`src/rtl/arbiter_8_ctrl_if.sv`:
```
`default_nettype none
// ============================================================================
// Module      : arbiter_8_ctrl_if
// Description : Request/grant bundle between eight clients and arbiter_8_ctrl.
//               Signals:
//                 req[7:0]    client request lines (client -> arbiter)
//                 done        release strobe from the current owner
//                 gnt[7:0]    one-hot registered grant (arbiter -> clients)
//                 gnt_id[2:0] binary owner index, valid while busy=1
//                 busy        a grant is active
//                 timeout     one-cycle pulse when the hold limit revokes a grant
//               Modports: master = client side, slave = arbiter side.
// Revision    : 1.0 - initial release
// ============================================================================
interface arbiter_8_ctrl_if;
  logic [7:0] req;
  logic       done;
  logic [7:0] gnt;
  logic [2:0] gnt_id;
  logic       busy;
  logic       timeout;

  modport master (
    output req,
    output done,
    input  gnt,
    input  gnt_id,
    input  busy,
    input  timeout
  );

  modport slave (
    input  req,
    input  done,
    output gnt,
    output gnt_id,
    output busy,
    output timeout
  );
endinterface
`default_nettype wire

```
`src/rtl/arbiter_8_ctrl.sv`:
```
`default_nettype none
// ============================================================================
// Module      : arbiter_8_ctrl
// Description : Sequential 8-requester arbiter. The winner is registered and
//               held until it releases (done, or its request drops) or the
//               hold limit expires; one dead GAP cycle then precedes the next
//               arbitration. Non-owners never preempt the current grant.
// Parameters  : HOLD_MAX - maximum grant length in cycles (1..15)
// Ports       : clk   - rising-edge clock
//               rst_n - asynchronous active-low reset
//               bus   - arbiter_8_ctrl_if.slave (req, done in;
//                       gnt, gnt_id, busy, timeout out)
// Build macro : ROUND_ROBIN_EN - when defined, rotating priority (search
//               starts just below the last winner, wrapping 0 -> 7, last
//               winner checked last). When undefined, the highest requesting
//               index always wins.
// Revision    : 1.0 - initial release
// ============================================================================
module arbiter_8_ctrl #(
  parameter int HOLD_MAX = 15
) (
  input  logic               clk,
  input  logic               rst_n,
  arbiter_8_ctrl_if.slave    bus
);

  localparam logic [3:0] C_HOLD_MAX = 4'(HOLD_MAX);

  typedef enum logic [1:0] {
    ST_IDLE  = 2'd0,
    ST_GRANT = 2'd1,
    ST_GAP   = 2'd2
  } state_e;

  state_e     state_q,   state_d;
  logic [3:0] cnt_q,     cnt_d;
  logic [7:0] gnt_q,     gnt_d;
  logic [2:0] gnt_id_q,  gnt_id_d;
  logic       timeout_q, timeout_d;

  logic       win_vld;
  logic [2:0] win_id;

  assign win_vld = |bus.req;

`ifdef ROUND_ROBIN_EN
  logic [2:0] rr_ptr_q, rr_ptr_d;

  // Walk from lowest priority (the pointer itself, k=8) to highest (ptr-1,
  // k=1); the last hit in the loop is therefore the highest-priority requester.
  always_comb begin
    win_id = rr_ptr_q;
    for (int k = 8; k >= 1; k--) begin
      if (bus.req[rr_ptr_q - 3'(k)]) begin
        win_id = rr_ptr_q - 3'(k);
      end
    end
  end

  always_comb begin
    rr_ptr_d = rr_ptr_q;
    if (state_q == ST_IDLE && win_vld) begin
      rr_ptr_d = win_id;
    end
  end

  always_ff @(posedge clk or negedge rst_n) begin
    if (!rst_n) begin
      rr_ptr_q <= 3'd7;
    end else begin
      rr_ptr_q <= rr_ptr_d;
    end
  end
`else
  // Fixed priority: ascending scan, so the highest set index is kept.
  always_comb begin
    win_id = 3'd0;
    for (int i = 0; i < 8; i++) begin
      if (bus.req[i]) begin
        win_id = 3'(i);
      end
    end
  end
`endif

  always_comb begin
    state_d   = state_q;
    cnt_d     = cnt_q;
    gnt_d     = gnt_q;
    gnt_id_d  = gnt_id_q;
    timeout_d = 1'b0;

    case (state_q)
      ST_IDLE: begin
        if (win_vld) begin
          gnt_d    = 8'b1 << win_id;
          gnt_id_d = win_id;
          cnt_d    = 4'd1;
          state_d  = ST_GRANT;
        end
      end

      ST_GRANT: begin
        // Owner release is checked before the hold limit so that a done on
        // the final allowed cycle never produces a timeout pulse.
        if (bus.done || !bus.req[gnt_id_q]) begin
          gnt_d   = 8'h00;
          state_d = ST_GAP;
        end else if (cnt_q == C_HOLD_MAX) begin
          gnt_d     = 8'h00;
          timeout_d = 1'b1;
          state_d   = ST_GAP;
        end else begin
          cnt_d = cnt_q + 4'd1;
        end
      end

      ST_GAP: begin
        cnt_d   = 4'd0;
        state_d = ST_IDLE;
      end

      default: begin
        gnt_d   = 8'h00;
        cnt_d   = 4'd0;
        state_d = ST_IDLE;
      end
    endcase
  end

  always_ff @(posedge clk or negedge rst_n) begin
    if (!rst_n) begin
      state_q   <= ST_IDLE;
      cnt_q     <= 4'd0;
      gnt_q     <= 8'h00;
      gnt_id_q  <= 3'd0;
      timeout_q <= 1'b0;
    end else begin
      state_q   <= state_d;
      cnt_q     <= cnt_d;
      gnt_q     <= gnt_d;
      gnt_id_q  <= gnt_id_d;
      timeout_q <= timeout_d;
    end
  end

  assign bus.gnt     = gnt_q;
  assign bus.gnt_id  = gnt_id_q;
  assign bus.busy    = (state_q == ST_GRANT);
  assign bus.timeout = timeout_q;

endmodule
`default_nettype wire

```
`src/flat_wrapper.sv`:
```
// flat-port wrapper written by rule: the top's interface ports become plain ports
module arbiter_8_ctrl_flat 
#(
  parameter int HOLD_MAX = 15
)
  (clk, rst_n, bus_req, bus_done, bus_gnt, bus_gnt_id, bus_busy, bus_timeout);
  arbiter_8_ctrl_if bus_i ();
  input  logic clk;
  input  logic rst_n;
  input wire logic [$bits(bus_i.req)-1:0] bus_req;
  input wire logic [$bits(bus_i.done)-1:0] bus_done;
  output wire logic [$bits(bus_i.gnt)-1:0] bus_gnt;
  output wire logic [$bits(bus_i.gnt_id)-1:0] bus_gnt_id;
  output wire logic [$bits(bus_i.busy)-1:0] bus_busy;
  output wire logic [$bits(bus_i.timeout)-1:0] bus_timeout;
  assign bus_i.req = bus_req;
  assign bus_i.done = bus_done;
  assign bus_gnt = bus_i.gnt;
  assign bus_gnt_id = bus_i.gnt_id;
  assign bus_busy = bus_i.busy;
  assign bus_timeout = bus_i.timeout;
  arbiter_8_ctrl #(.HOLD_MAX(HOLD_MAX)) u_core (.clk(clk), .rst_n(rst_n), .bus(bus_i));
endmodule
```
`config.mk`:
```
export PLATFORM = sky130hd
export DESIGN_NAME = arbiter_8_ctrl_flat
export DESIGN_NICKNAME = d
export VERILOG_FILES = /design/src/rtl/arbiter_8_ctrl_if.sv /design/src/rtl/arbiter_8_ctrl.sv /design/src/flat_wrapper.sv
export SDC_FILE = /design/constraint.sdc
export NUM_CORES = 1
export LEC_CHECK = 0
export ABC_AREA = 1
export BUFFER_PORTS_ARGS = -buffer_cell sky130_fd_sc_hd__buf_4
export CORE_MARGIN = 5
export CORE_UTILIZATION = 50
export CTS_BUF_LIST = sky130_fd_sc_hd__clkbuf_8
export CTS_CLUSTER_DIAMETER = 120
export DETAILED_ROUTE_END_ITERATION = 10
export GPL_TIMING_DRIVEN = 0
export PLACE_DENSITY = 0.75
export SYNTH_ARGS = -nofsm -noshare
export SYNTH_HDL_FRONTEND = slang
export SYNTH_SLANG_ARGS = --single-unit
export TNS_END_PERCENT = 10
```
`constraint.sdc`:
```
create_clock -name clk -period 1.8 [get_ports clk]
set_clock_uncertainty 0.1 [all_clocks]
set_input_delay 0.27 -clock clk [delete_from_list [all_inputs] [get_ports clk]]
set_output_delay 0.27 -clock clk [all_outputs]
set_load 0.005 [all_outputs]
```
==> flow_summary.json <==
{
  "drtPass1Iterations": 4,
  "total_power_mw": 1.71,
  "crit_path_end_kind": "flip-flop",
  "reg2regPathDepth": 7,
  "slew_headroom_pct": 76.3,
  "synth_cell_types": 21,
  "ir_drop_v": 0.000881,
  "synth_edf_count": 0,
  "dieWidth_um": 55.7,
  "rsz0062_at_grt": "no",
  "synth_top_area_share_pct": 43.2,
  "critPathLaunchType": "flip-flop",
  "finalCritPeriodShare_pct": 81.9,
  "layout_setup_ws_ps": 326,
  "rr_startpoint": "u_core.cnt_q[0]$_DFFE_PN0P_",
  "antenna_found_initial": 0,
  "yosysTopAreaCell": "dfrtp_1",
  "drv_slew": 0,
  "setup.worst_path.start": "u_core.cnt_q[0]$_DFFE_PN0P_",
  "gp_congestion": 0.799,
  "vias": 959,
  "cp.arrival_ps": 1520,
  "synthCells": 140,
  "leakage_nw": 0.734,
  "portBuffers": 23,
  "area_growth_pct": 26.0,
  "htreeDepth": 1,
  "path_class": "reg -> reg",
  "max_freq_ghz": 0.678,
  "ys_top_cells_by_count": "nand2_1 (49), inv_1 (20), dfrtp_1 (18), nor2_1 (12), nand3_1 (9)",
  "clockBufferDepth": 2,
  "drc": 0,
  "status": "finished clean",
  "ys_ff_latch": 18,
  "cts_buffers": 3,
  "hold_buffers": 1,
  "start_util_pct": 52.7,
  "pin_count": 24,
  "finalSetupViolCount": 0,
  "yosysSeqAreaShare_pct": 43.2,
  "worst_ep_required_time_ps": 1840,
  "hp-class": "in -> reg",
  "hp-start": "bus_req[7]",
  "finalHoldViolations": 0,
  "insertion_delay_ps": 250,
  "yosys_warnings": 0,
  "powerDensity_mw_per_mm2": 1300,
  "cts_root_buf": "clkbuf_8",
  "fillCellCount": 184,
  "n_antenna_cell": 0,
  "cts_tree": "built",
  "synth_most_common_cell": "nand2_1",
  "grt_max_degree": 19,
  "cts_resized": 0,
  "grt_pass1_wl_um": 4200,
  "tightestPinTransition_ps": 353,
  "dp_hpwl_um": 1780,
  "grt_use_total_pct": 16.9,
  "clk_pin_slew_ps": 60,
  "synth_nets": 152,
  "fin_util_pct": 66.4,
  "cts_setup_buffers": 0,
  "dieHeight_um": 55.7,
  "period_needed_ps": 1470,
  "cts.sinks": 18,
  "core_mm2": 0.00198,
  "synthTopCellsByArea": "dfrtp_1 (43%), nand2_1 (18%), inv_1 (7.2%)",
  "totalWireLength_um": 2290,
  "min_delay_path_depth": 3,
  "syn_area_per_cell_um2": 7.45,
  "drive_above_1_share_pct": 24.4,
  "ys_async_sr_fraction_pct": 100,
  "row_count": 16,
  "drt_iter0_drc": 20,
  "synthFlopType": "dfrtp_1",
  "first_global_vias": 997,
  "ant_nets": 0,
  "grt_remaining_overflow": 0,
  "fin_nets": 181,
  "via_per_inst": 4.92,
  "tns_ps": 0,
  "drv_cap": 0,
  "path_max_fanout": 7,
  "wl_per_cell_um": 11.8,
  "die_area_mm2": 0.00310,
  "syn-cell-area_mm2": 0.00104,
  "pre_cts_slack_ps": 317
}
cells in the final DEF (no fill, tap or decap), drive strengths merged:
master | Yosys | routed
a21oi | 6 | 6
buf | 0 | 23
clkbuf | 0 | 4
dfrtp | 18 | 18
dlygate4sd3 | 0 | 1
ha | 1 | 1
inv | 22 | 22
nand2 | 52 | 52
nand3 | 12 | 12
nand4 | 6 | 6
nor2 | 16 | 16
nor3 | 2 | 2
nor3b | 1 | 1
o21ai | 3 | 3
o21bai | 1 | 1
flip-flops by register name (all words and copies together) (netlist names):
name,flops
u_core.state_q,2
u_core.bus.gnt,8
u_core.cnt_q,4
u_core.bus.timeout,1
u_core.bus.gnt_id,3
per-layer routing:
| layer | track usage (%) | wire, um | part of all wire [%] | up-vias |
|---|---|---|---|---|
| li1 | - | - | - | 494 |
| met1 | 19.0 | 902 | 39 | 437 |
| met2 | 31.1 | 1260 | 55 | 23 |
| met3 | 2.78 | 94 | 4.1 | 5 |
| met4 | 6.94 | 35 | 1.5 | 0 |
| met5 | 0 | 0 | 0 | - |
report_power, final:
part           leakage [nW]  internal, mW  switching [mW]
Clock                0.0288         0.194           0.133
Combinational         0.473         0.318           0.430
Sequential            0.233         0.510           0.125
final timing paths:
check                                                 to  slack, ps
max                          u_core.cnt_q[0]$_DFFE_PN0P_        330
min                        u_core.bus.gnt[7]$_DFFE_PN0P_        160
max reg2reg                  u_core.cnt_q[0]$_DFFE_PN0P_        330
min reg2reg                u_core.bus.gnt[1]$_DFFE_PN0P_        380
max in group asynchronous  u_core.bus.gnt[1]$_DFFE_PN0P_       1080
min in group asynchronous  u_core.state_q[1]$_DFFE_PN0P_        320
cell families (layout without fill, tap and decap cells):
kind of cell | count (synthesis) | count (layout) | synth area share, %
AND/OR/NAND/NOR | 89 | 89 | 42.3
buffers and inverters | 22 | 50 | 7.91
flip-flops | 18 | 18 | 43.2
AO/OA/AOI/OAI | 10 | 10 | 5.40
adder cells (fa/ha/maj) | 1 | 1 | 1.20
critical path, stage by stage (launching register included):
cell,delay (ps)
dfrtp_1,430
ha_1,240
nand2_1,90
nor2_1,50
nand2_1,220
nand3_4,120
nand2_1,70
nand2_1,50
area by class of cell:
| type | count | area [um2] | area share [%] |
|---|---|---|---|
| clock buffers | 4 | 55.1 | 4.19 |
| inverters | 22 | 82.6 | 6.28 |
| multi-input cells | 100 | 510 | 38.8 |
| flip-flops and latches | 18 | 450 | 34.3 |
| well taps | 27 | 33.8 | 2.57 |
| repair buffers | 24 | 183 | 13.9 |
per-stage QoR:
step	instance area (um2)	hold WS, ps	cells
4_1_cts	1320	151	195
5_1_grt	1320	174	195
3_5_place_dp	1250	55.3	190
3_3_place_gp	1250	51.8	190
2_1_floorplan	1040	-126	140
6_report	1320	161	195
Power figures use the tool's default switching activity.
